**src/rtl/uart_pkg.sv**
```systemverilog
// uart_pkg: constants shared by the UART receiver and transmitter.
//   c_LOW / c_HIGH           : serial line levels (idle is c_HIGH)
//   c_DEFAULT_CYCLES_PER_BIT : 115200 baud from a 25 MHz clock
//   s_*                      : one-hot receiver FSM state encodings
package uart_pkg;

    localparam logic c_LOW  = 1'b0;
    localparam logic c_HIGH = 1'b1;

    localparam int unsigned c_DEFAULT_CYCLES_PER_BIT = 217;

    typedef logic [4:0] rx_state_t;

    localparam rx_state_t s_IDLE    = 5'b00001;
    localparam rx_state_t s_START   = 5'b00010;
    localparam rx_state_t s_DATA    = 5'b00100;
    localparam rx_state_t s_STOP    = 5'b01000;
    localparam rx_state_t s_CLEANUP = 5'b10000;

endpackage

```
**src/rtl/uart_rx_if.sv**
```systemverilog
// uart_rx_if: serial input and received-byte outputs of the UART receiver.
//   i_SERIAL_DATA   : asynchronous serial line, idle high, 8N1, LSB first
//   o_PARALLEL_DATA : last correctly received byte
//   o_RX_DV         : one-cycle pulse, new byte on o_PARALLEL_DATA
//   o_RX_ACTIVE     : high from start-bit detection to frame completion
//   o_FRAME_ERR     : one-cycle pulse, stop bit sampled low
// modport master : the receiver (reads the line, drives the results)
// modport slave  : the line driver / byte consumer
interface uart_rx_if;

    logic       i_SERIAL_DATA;
    logic [7:0] o_PARALLEL_DATA;
    logic       o_RX_DV;
    logic       o_RX_ACTIVE;
    logic       o_FRAME_ERR;

    modport master (
        input  i_SERIAL_DATA,
        output o_PARALLEL_DATA,
        output o_RX_DV,
        output o_RX_ACTIVE,
        output o_FRAME_ERR
    );

    modport slave (
        output i_SERIAL_DATA,
        input  o_PARALLEL_DATA,
        input  o_RX_DV,
        input  o_RX_ACTIVE,
        input  o_FRAME_ERR
    );

endinterface

```
**src/rtl/sync_2ff.sv**
```systemverilog
// sync_2ff: 1-bit two-flop synchronizer for an asynchronous input.
//   i_CLK   : destination clock
//   i_RESET : synchronous active-high reset, both flops load c_RESET_VALUE
//   i_D     : asynchronous input
//   o_Q     : synchronized output (two cycles of latency)
module sync_2ff #(
    parameter logic c_RESET_VALUE = 1'b1
) (
    input  logic i_CLK,
    input  logic i_RESET,
    input  logic i_D,
    output logic o_Q
);

    logic r_meta;
    logic r_sync;

    always_ff @(posedge i_CLK) begin
        if (i_RESET) begin
            r_meta <= c_RESET_VALUE;
            r_sync <= c_RESET_VALUE;
        end else begin
            r_meta <= i_D;
            r_sync <= r_meta;
        end
    end

    assign o_Q = r_sync;

endmodule

```
**src/rtl/uart_rx.sv**
```systemverilog
// uart_rx: 8N1 UART receiver, LSB first, mid-bit sampling.
//   c_CYCLES_PER_BIT : i_CLK cycles per serial bit (4..65535)
//   i_CLK            : clock, all state on rising edge
//   i_RESET          : synchronous active-high reset
//   bus (master)     : serial line in, received byte / pulses out
module uart_rx
    import uart_pkg::*;
#(
    parameter int unsigned c_CYCLES_PER_BIT = c_DEFAULT_CYCLES_PER_BIT
) (
    input  logic      i_CLK,
    input  logic      i_RESET,
    uart_rx_if.master bus
);

    localparam int unsigned c_CNT_W = $clog2(c_CYCLES_PER_BIT);

    localparam logic [c_CNT_W-1:0] c_BIT_LAST  = c_CNT_W'(c_CYCLES_PER_BIT - 1);
    localparam logic [c_CNT_W-1:0] c_HALF_LAST = c_CNT_W'((c_CYCLES_PER_BIT - 1) / 2);

    logic               w_rx;
    rx_state_t          r_state;
    logic [c_CNT_W-1:0] r_clk_count;
    logic [2:0]         r_bit_index;
    logic [7:0]         r_shift;
    logic [7:0]         r_parallel_data;
    logic               r_rx_dv;
    logic               r_frame_err;
    logic               r_rx_active;
    logic [1:0]         r_flush;
    logic               r_armed;

    sync_2ff #(
        .c_RESET_VALUE (c_HIGH)
    ) u_sync (
        .i_CLK   (i_CLK),
        .i_RESET (i_RESET),
        .i_D     (bus.i_SERIAL_DATA),
        .o_Q     (w_rx)
    );

    // The synchronizer reports "high" for two cycles after reset whatever
    // the line does. r_flush marks when its output reflects the real line;
    // only then can a high level arm start detection, so a line that is
    // still low after a mid-frame reset is not mistaken for a start edge.
    always_ff @(posedge i_CLK) begin
        if (i_RESET) begin
            r_flush <= '0;
            r_armed <= 1'b0;
        end else begin
            r_flush <= {r_flush[0], 1'b1};
            if (r_flush[1] && (w_rx == c_HIGH)) begin
                r_armed <= 1'b1;
            end
        end
    end

    always_ff @(posedge i_CLK) begin
        if (i_RESET) begin
            r_state         <= s_IDLE;
            r_clk_count     <= '0;
            r_bit_index     <= '0;
            r_shift         <= '0;
            r_parallel_data <= '0;
            r_rx_dv         <= 1'b0;
            r_frame_err     <= 1'b0;
            r_rx_active     <= 1'b0;
        end else begin
            r_rx_dv     <= 1'b0;
            r_frame_err <= 1'b0;

            case (r_state)
                s_IDLE: begin
                    r_clk_count <= '0;
                    r_bit_index <= '0;
                    if (r_armed && (w_rx == c_LOW)) begin
                        r_state     <= s_START;
                        r_rx_active <= 1'b1;
                    end
                end

                s_START: begin
                    if (r_clk_count == c_HALF_LAST) begin
                        r_clk_count <= '0;
                        if (w_rx == c_LOW) begin
                            r_state <= s_DATA;
                        end else begin
                            r_state     <= s_IDLE;
                            r_rx_active <= 1'b0;
                        end
                    end else begin
                        r_clk_count <= r_clk_count + 1'b1;
                    end
                end

                s_DATA: begin
                    if (r_clk_count != c_BIT_LAST) begin
                        r_clk_count <= r_clk_count + 1'b1;
                    end else begin
                        r_clk_count          <= '0;
                        r_shift[r_bit_index] <= w_rx;
                        if (r_bit_index == 3'd7) begin
                            r_bit_index <= '0;
                            r_state     <= s_STOP;
                        end else begin
                            r_bit_index <= r_bit_index + 1'b1;
                        end
                    end
                end

                s_STOP: begin
                    if (r_clk_count != c_BIT_LAST) begin
                        r_clk_count <= r_clk_count + 1'b1;
                    end else begin
                        r_clk_count <= '0;
                        if (w_rx == c_HIGH) begin
                            r_parallel_data <= r_shift;
                            r_rx_dv         <= 1'b1;
                        end else begin
                            r_frame_err <= 1'b1;
                        end
                        r_state <= s_CLEANUP;
                    end
                end

                s_CLEANUP: begin
                    // A held-low line (break) parks here until it goes high.
                    r_clk_count <= '0;
                    if (w_rx == c_HIGH) begin
                        r_state     <= s_IDLE;
                        r_rx_active <= 1'b0;
                    end
                end

                default: begin
                    r_state     <= s_IDLE;
                    r_clk_count <= '0;
                    r_bit_index <= '0;
                    r_rx_active <= 1'b0;
                end
            endcase
        end
    end

    assign bus.o_PARALLEL_DATA = r_parallel_data;
    assign bus.o_RX_DV         = r_rx_dv;
    assign bus.o_FRAME_ERR     = r_frame_err;
    assign bus.o_RX_ACTIVE     = r_rx_active;

endmodule

```
**src/flat_wrapper.sv**
```systemverilog
// flat-port wrapper written by rule: the top's interface ports become plain ports
module uart_rx_flat import uart_pkg::*;
#(
    parameter int unsigned c_CYCLES_PER_BIT = c_DEFAULT_CYCLES_PER_BIT
)
  (i_CLK, i_RESET, bus_i_SERIAL_DATA, bus_o_PARALLEL_DATA, bus_o_RX_DV, bus_o_RX_ACTIVE, bus_o_FRAME_ERR);
  uart_rx_if bus_i ();
  input  logic i_CLK;
  input  logic i_RESET;
  input wire logic [$bits(bus_i.i_SERIAL_DATA)-1:0] bus_i_SERIAL_DATA;
  output wire logic [$bits(bus_i.o_PARALLEL_DATA)-1:0] bus_o_PARALLEL_DATA;
  output wire logic [$bits(bus_i.o_RX_DV)-1:0] bus_o_RX_DV;
  output wire logic [$bits(bus_i.o_RX_ACTIVE)-1:0] bus_o_RX_ACTIVE;
  output wire logic [$bits(bus_i.o_FRAME_ERR)-1:0] bus_o_FRAME_ERR;
  assign bus_i.i_SERIAL_DATA = bus_i_SERIAL_DATA;
  assign bus_o_PARALLEL_DATA = bus_i.o_PARALLEL_DATA;
  assign bus_o_RX_DV = bus_i.o_RX_DV;
  assign bus_o_RX_ACTIVE = bus_i.o_RX_ACTIVE;
  assign bus_o_FRAME_ERR = bus_i.o_FRAME_ERR;
  uart_rx #(.c_CYCLES_PER_BIT(c_CYCLES_PER_BIT)) u_core (.i_CLK(i_CLK), .i_RESET(i_RESET), .bus(bus_i));
endmodule
```
**config.mk**
```make
export PLATFORM = sky130hd
export DESIGN_NAME = uart_rx_flat
export DESIGN_NICKNAME = d
export VERILOG_FILES = /design/src/rtl/uart_pkg.sv /design/src/rtl/uart_rx_if.sv /design/src/rtl/sync_2ff.sv /design/src/rtl/uart_rx.sv /design/src/flat_wrapper.sv
export SDC_FILE = /design/constraint.sdc
export NUM_CORES = 1
export LEC_CHECK = 0
export ABC_CLOCK_PERIOD_IN_PS = 2400
export CELL_PAD_IN_SITES_DETAIL_PLACEMENT = 1
export CELL_PAD_IN_SITES_GLOBAL_PLACEMENT = 2
export CORE_UTILIZATION = 30
export DETAILED_ROUTE_END_ITERATION = 6
export PLACE_DENSITY_LB_ADDON = 0.1
export RECOVER_POWER = 50
export SLEW_MARGIN = 30
export SYNTH_ARGS = -nofsm -noshare
export SYNTH_HDL_FRONTEND = slang
export SYNTH_SLANG_ARGS = --single-unit
```
**constraint.sdc**
```tcl
create_clock -name i_CLK -period 2.4 [get_ports i_CLK]
set_input_delay 0.36 -clock i_CLK [delete_from_list [all_inputs] [get_ports i_CLK]]
set_output_delay 0.36 -clock i_CLK [all_outputs]
set_load 0.01 [all_outputs]
```
==> metrics.txt, run 1 <==
Async S/R FF share, synth=0%; sequential share of the synthesized area=a little under half; DRT iter0 DRCs=36; gr usage total=a little over an eighth; Main synth FF type=dfxtp_1; Mapped Area=between 1500 and 2000 sq um; CP startpoint kind=register; cts hold-fix bufs=0; commonest non-fill, non-tap cell in the layout=dfxtp_1; diode count=0; synth unique cells=43; HP Class=reg -> reg; P&R area growth vs syn=14.5%; first-pass GRT wire length=~6400 microns; vias in the first global route=around 1300; setup TNS=0 ps; most frequent cells in the layout=dfxtp_1, nor2_1, mux2i_1, dlygate4sd3_1; worst slew pin tran=slightly above 900 ps; row count=27; Core ar.=5540 sq um; GRT busiest layer=met2; largest net degree at the start of global routing=15; Post-Synthesis Cells=around 190; part of the cycle the worst path needs=between 80% and 90%; dpl hpwl=2660 microns; Final Net Count=approximately 200; IO Port Bufs=13; critical path class=reg -> reg; area leader, netlist=dfxtp_1; clk sinks=40; crit-path max FO=8; dpl ws=roughly 530 ps; Die H=about 80 microns; utilization after layout=a little over a third; # DRC=0; Starting Density=a little under a third; pwr dens=roughly 640 nW/um^2; met2 Track Usage GR=around 22%; crit path DAT=approximately 2200 ps; max-cap viol count=0; Reg-to-Reg Start=u_core.r_clk_count[0]; Hold Path Origin=u_core.u_sync.r_meta; P_leak=0.790 nW; R2R Path End=u_core.r_clk_count[7]; I/O pin cnt=14; Max Fclk=506 MHz; post-route ant nets=0; drt via density=~4.8; Final Max Tran Viols=0; crit path time final=between 1500 and 2000 ps; drt total wl=3700 microns; H-Tree Depth=2; CTS tree=yes; flops & latches, synth=40; setup ws final=around 430 ps; clock skew=around 3.3 ps; RSZ-0062 raised after global routing=false; routed length per instance=13.8 microns; Hold Path Stages=1; EDFF count, synth=0; Mapped Nets=about 190; CP required=roughly 2600 ps; M3 GR Usage=about 3.3%; root buffer cell=clkbuf_8; die area=just over 6000 sq um; clk slew on worst S/H paths=~70 ps; die extent in x=between 70 and 80 microns; Worst slew margin=36.9%; peak supply drop=between 0.2 and 0.25 mV; share of cells above drive strength 1=under 10%; met1 Usage GRT=roughly 17%; post-synthesis average cell area=9.34 sq um; synth warn=0; total CTS buffers=5; Worst-Skew Late Latency=between 200 and 300 ps; reg2reg setup slack=approximately 430 ps; grt total ovfl=0; Final setup viols=0; # Post-CTS Setup Buffers=0; final hold violations=0; Worst Hold Endpoint=u_core.u_sync.o_Q; Setup crit end kind=register; via count=between 1000 and 1500; beginning of the critical path=u_core.r_clk_count[0]; post-CTS resize count=0; Synth top area share=between 40% and 50%; Synth area leaders=dfxtp_1, mux2i_1, nor2_1; Longest Clk Path Bufs=2; status=completed; first drt pass iteration count=4; GPL Wtd Cong=0.672; r2r worst-path depth=6; antenna violations before repair=0
## cells by family (layout without fill, tap and decap cells)
| group | after synthesis | count (layout) | synth area share, % |
|---|---|---|---|
| and+or+nand+nor | 82 | 82 | 26.1 |
| DFF | 40 | 40 | 46.3 |
| AOI/OAI and AO/OA | 20 | 20 | 7.89 |
| muxes | 16 | 16 | 9.27 |
| buffers and inverters | 16 | 27 | 3.98 |
| xor gates and xnor gates | 7 | 7 | 3.55 |
| adders and majority gates | 4 | 4 | 2.90 |
## synthesized netlist by cell type (all sizes together) (3+ instances only)
master / instances
or2: 3
nor2: 36
xnor2: 4
inv: 4
nor3: 5
nand4b: 3
dfxtp: 40
nand3: 7
clkbuf: 7
a21oi: 7
nor4: 3
buf: 5
nand2: 7
mux2i: 16
xor2: 3
o21ai: 3
ha: 4
or3: 3
## how the worst max path moves through the flow
stage / to / slack [ps] / cells past startpoint
after floorplan: u_core.r_clk_count[6] / 700 / 7
after detailed placement: u_core.r_clk_count[6] / 530 / 7
after global routing: u_core.r_clk_count[7] / 190 / 6
final: u_core.r_clk_count[7] / 430 / 6
after CTS: u_core.r_clk_count[6] / 520 / 7
after global placement: u_core.r_clk_count[6] / 590 / 7
## routing by layer
layer  vias up  share of wire, %  wire (microns)
met5         -                 0               0
met4         0               1.7              61
met3         5               2.7             101
met2        14                47            1740
met1       617                48            1790
li1        655                 -               -
## flip-flops by register name, indices dropped and copies added, names as in the netlist, 2 cells and up
signal / cells
u_core.r_bit_index: 3
u_core.r_flush: 2
u_core.r_clk_count: 8
u_core.bus.o_PARALLEL_DATA: 8
u_core.r_state: 5
u_core.r_shift: 8
## area by class of cell
class / count / area, sq um
Clock buffer: 6 / 72.6
Clock inverter: 1 / 5.00
Fill cell: 678 / 3560
Inverter: 4 / 15.0
Multi-Input combinational cell: 129 / 846
Sequential cell: 40 / 801
Tap cell: 72 / 90.1
Timing Repair Buffer: 16 / 149
## power breakdown
part           switching [mW]  internal (mW)
Combinational          0.0779         0.0610
Sequential             0.0256          0.686
Clock                   0.220          0.198
## stage by stage
stage	cells	hold slack, ps	cell area (sq um)	power, mW
2_1_floorplan	185	389	1730	0.820
3_3_place_gp	261	400	1920	0.867
3_5_place_dp	261	399	1920	0.871
4_1_cts	268	422	1990	1.30
5_1_grt	268	433	1980	1.35
6_report	268	416	1980	1.27
## worst max-delay path, cell delays in order, from the launching register on
cell and delay (ps):
dfxtp_1 340, inv_1 60, ha_1 150, nand3_1 90, o41ai_1 770, a21o_1 360
nor2_1 80
Power figures use the tool's default switching activity.
==> run 2, diff against run 1 <==
Settings changed: ABC_CLOCK_PERIOD_IN_PS 2400 to 1900.
Clock period 2.4 ns to 1.9 ns, I/O delays scaled along.
==> run 2 against run 1 <==
  * Maximum frequency rose by 10%
  * Power grew 39%
  * Cell count grew 1.9%
  * Critical path depth rose by 1
  * Global-route usage shrank 0.13 points
  * Hold slack lost 1.2 ps
  * Sequential share of layout area shrank 2.3 points
  * Setup slack worse by 310 ps
  * Sequential power up 26%
==> metrics.txt, run 2 (same netlist as run 1, synthesis figures left out) <==
die extent in x=77.9 microns; CP max-delay cell=dfxtp_2; drt total wl=3670 microns; diode count=0; commonest non-fill, non-tap cell in the layout=dfxtp_1; WHS=between 400 and 500 ps; most frequent cells in the layout=dfxtp_1, nor2_1, mux2i_1, dlygate4sd3_1; HP Class=reg -> reg; clk sinks=40; Longest Clk Path Bufs=2; DRT iter0 DRCs=33; switching share of power=a little under a quarter; CP startpoint kind=register; I/O pin cnt=14; clock skew=3.26 ps; via count=roughly 1300; die area=just over 6000 sq um; gr usage total=a little over an eighth; P&R area growth vs syn=21.5%; Final Net Count=207; Worst slew margin=68.8%; CTS tree=yes; Cell Chain, Critical Path=inv_1 > ha_1 > and4_1 > and2_4 > or3_1 > a21o_4 > a21oi_2; Psw=416 uW; max-cap viol count=0; CP required=approximately 2100 ps; Reg power frac=between 50% and 60%; Cells after DPL=roughly 270; root buffer cell=clkbuf_8; post-route ant nets=0; IO Port Bufs=13; setup TNS=0 ps; combinational fraction of design power=between 10% and 20%; crit path DAT=around 2000 ps; RSZ-0062 raised after global routing=false; clock power share=between 30 and 40%; final hold violations=0; Int Pwr=~1.3 mW; clk slew on worst S/H paths=around 80 ps; non-filler instance count after layout=273; grt total ovfl=0; Die H=77.9 microns; largest net degree at the start of global routing=21; Core ar.=between 5000 and 6000 sq um; total CTS buffers=5; crit path time final=about 1800 ps; Final setup viols=0; # DRC=0; GPL Wtd Cong=slightly above 0.7; Worst-Skew Late Latency=a little under 300 ps; Max Fclk=~560 MHz; P_leak=about 0.84 nW; Final Max Tran Viols=0; vias in the first global route=1367; peak supply drop=approximately 0.33 mV; crit-path max FO=8; dpl cell area=around 2000 sq um; pwr dens=approximately 840 nW/um^2; worst slew pin tran=467 ps; routed length per instance=13.5 microns; cts hold-fix bufs=0; first-pass GRT wire length=roughly 6400 microns; drt via density=4.90; H-Tree Depth=2; utilization after layout=roughly 38%; final instance area=2100 sq um; first drt pass iteration count=4; status=completed; critical path class=reg -> reg; row count=27; share of cells above drive strength 1=between 10% and 20%; Max stage delay on crit path=360 ps; Setup crit end kind=register; Starting Density=between 30% and 40%; antenna violations before repair=0; part of the cycle the worst path needs=around 94%; dpl hpwl=2680 microns
## run 2: changes by cell type in the layout (fill, tap and decap cells not counted), sizes merged
cell / change
clkbuf: +1
bufinv: +1
buf: +3
## run 2: path summary, 6_finish.rpt
kind	from	to	cells past startpoint	slack, ps
worst max-delay path	u_core.r_clk_count[0]	u_core.r_clk_count[6]	7	110
worst min-delay path	u_core.u_sync.r_meta	u_core.u_sync.o_Q	1	410
worst max register to register	u_core.r_clk_count[0]	u_core.r_clk_count[6]	7	110
worst min register to register	u_core.u_sync.r_meta	u_core.u_sync.o_Q	1	410
## run 2: metal layers
layer	global-route usage, %	vias to the layer above	share of wire (%)
met4	3.89	0	0.73
met1	17.2	650	50
met5	0	-	0
li1	-	667	-
met2	22.0	16	47
met3	3.88	4	3.0
## run 2: through the flow
step                      setup slack, ps  total power [mW]
after detailed placement            -10.1              1.10
after global placement               83.3              1.10
final                                 110              1.76
after floorplan                       205              1.04
after global routing                 9.30              1.86
after CTS                            18.6              1.78
## run 2: power by group through the flow
| stage | clock network (mW) | logic, mW | registers (mW) |
|---|---|---|---|
| finish | 0.678 | 0.182 | 0.897 |
| global route | 0.749 | 0.206 | 0.902 |
| CTS | 0.704 | 0.186 | 0.894 |
| detailed placement | 0 | 0.185 | 0.913 |
| global placement | 0 | 0.184 | 0.912 |
| floorplan | 0 | 0.124 | 0.912 |
## run 2: critical path: cells and delay by family (launching register included)
| kind | cells | cell delay [ps] |
|---|---|---|
| AOI/OAI and AO/OA | 2 | 360 |
| buffers and inverters | 1 | 50 |
| DFF | 1 | 360 |
| and+or+nand+nor | 3 | 750 |
| adders and majority gates | 1 | 200 |
## run 2: area by class of cell
class / instances / area, sq um
flip-flops and latches: 40 / 802
repair buffers: 20 / 188
well taps: 72 / 90.1
fillers: 654 / 3440
clock buffers: 6 / 72.6
inverters: 4 / 15.0
clock inverters: 2 / 35.0
multi-input cells: 129 / 897
## run 2: timing repair
item	CTS	global route
buffers inserted	0	0
endpoints found under the setup margin	8	21
gates resized for setup	2	7
pin swaps	0	1
==> run 3, diff against run 2 <==
Settings changed: GPL_TIMING_DRIVEN from default to 0.
==> run 3 against run 2 <==
  * Sequential power about the same
  * Global-route usage rose by 0.95 points
  * Maximum frequency shrank 2.9%
  * First-iteration DRC count increased by 12%
  * Design area down 1.2%
  * Clock power about the same
  * Critical endpoint unchanged
  * Largest cell class unchanged
  * Highest routed layer unchanged
==> metrics.txt, run 3 (same netlist as run 1, synthesis figures left out) <==
CTS tree=yes; crit path DAT=~2100 ps; Worst Hold Endpoint=u_core.r_flush[0]; crit path time final=between 1500 and 2000 ps; dpl hpwl=2780 microns; largest net degree at the start of global routing=13; Max Fclk=~540 MHz; r2r worst-path depth=7; worst slew pin tran=between 600 and 700 ps; IO Port Bufs=12; root buffer cell=clkbuf_8; Starting Density=a little under a third; Setup crit end kind=register; Worst slew margin=roughly three fifths; pwr dens=850 nW/um^2; vias in the first global route=between 1000 and 1500; WHS=around 300 ps; diode count=0; HP Class=in -> reg; clk slew on worst S/H paths=~70 ps; Worst-Skew Late Latency=approximately 290 ps; P&R area growth vs syn=20.1%; die area=6070 sq um; DRT iter0 DRCs=37; Longest Clk Path Bufs=2; grt total ovfl=0; peak supply drop=approximately 0.41 mV; status=completed; Final setup viols=0; die extent in x=roughly 78 microns; clock skew=between 4 and 5 ps; Hold Path Stages=2; CP startpoint kind=register; CP required=between 2000 and 2500 ps; WL met3=around 120 microns; Final Max Tran Viols=0; drt total wl=between 3000 and 4000 microns; first drt pass iteration count=4; crit-path max FO=8; critical path class=reg -> reg; final total power=roughly 1.8 mW; P_leak=0.831 nW; share of cells above drive strength 1=between 10% and 20%; drt via density=roughly 4.8; RSZ-0062 raised after global routing=true; via count=1322; routed length per instance=between 10 and 15 microns; I/O pin cnt=14; cts hold-fix bufs=0; antenna violations before repair=0; Core ar.=between 5000 and 6000 sq um; Hold Path Origin=i_RESET; Reg-to-Reg Start=u_core.r_clk_count[0]; row count=27; part of the cycle the worst path needs=about 97%; Die H=about 78 microns; setup ws final=56.0 ps; Filler cells=650; Final Net Count=211; total CTS buffers=5; gr usage total=around 14%; post-route ant nets=0; GPL Wtd Cong=between 0.7 and 0.8; WL met1=between 1500 and 2000 microns; H-Tree Depth=2; met2 wire len=roughly 1800 microns; dpl ws=-3.08 ps; final hold violations=0; first-pass GRT wire length=around 6800 microns; reg2reg setup slack=roughly 56 ps; max-cap viol count=0; most frequent cells in the layout=dfxtp_1, nor2_1, mux2i_1, dlygate4sd3_1; R2R Path End=u_core.r_clk_count[6]; commonest non-fill, non-tap cell in the layout=dfxtp_1; clk sinks=40; highest metal used=met4; # DRC=0
-- run 3: cell count changes in the layout (fill, tap and decap cells not counted), sizes merged --
cell,previous run,this run
clkbuf,8,13
dlygate4sd3,12,11
-- run 3: worst max-delay path: stages (launching register included) --
cell and delay (ps):
dfxtp_2 350, inv_1 50, ha_1 200, and4_1 230, and2_2 240, or3_1 330, a21o_4 270, a21oi_2 120
-- run 3: how the worst max path moves through the flow --
| stage | startpoint | end | slack (ps) | cells after the start |
|---|---|---|---|---|
| after floorplan | u_core.r_clk_count[0] | u_core.r_clk_count[6] | 200 | 7 |
| after global placement | u_core.r_clk_count[0] | u_core.r_clk_count[6] | 40 | 7 |
| after detailed placement | u_core.r_clk_count[0] | u_core.r_clk_count[6] | -3 | 7 |
| after CTS | u_core.r_state[3] | u_core.r_shift[4] | 0.8 | 6 |
| after global routing | u_core.r_state[3] | u_core.r_shift[4] | -60 | 6 |
| final | u_core.r_clk_count[0] | u_core.r_clk_count[6] | 60 | 7 |
-- run 3: metal layers --
layer,track usage (%),vias to the layer above
met5,0,-
met4,5.19,0
met1,17.7,630
li1,-,671
met2,23.6,16
met3,4.59,5
-- run 3: timing repair --
action	4_1_cts	5_1_grt
pin swaps	0	0
setup endpoints to repair	5	25
resized for setup	2	6
setup buffers	0	0
-- run 3: cell type report --
class                           count  area, sq um  share of cell area (%)
Inverter                            4         15.0                   0.724
Multi-Input combinational cell    129          886                    42.7
Timing Repair Buffer               12          120                    5.79
Buffer                             12         53.8                    2.59
Sequential cell                    40          802                    38.7
Tap cell                           72         90.1                    4.34
Clock inverter                      2         35.0                    1.69
Clock buffer                        6         72.6                    3.50
-- run 3: metrics by stage --
step                      TNS, ps  util, %  instance area (sq um)  instances
final                           0     37.4                   2070        277
after global routing         -265     37.4                   2070        277
after CTS                       0     37.1                   2050        277
after detailed placement    -3.47     35.0                   1940        269
after global placement          0     35.0                   1940        269
after floorplan                 0        -                   1730        185
-- run 3: power breakdown --
part	internal, mW	switching (mW)
combinational	0.0820	0.105
sequential	0.867	0.0311
clock	0.390	0.288
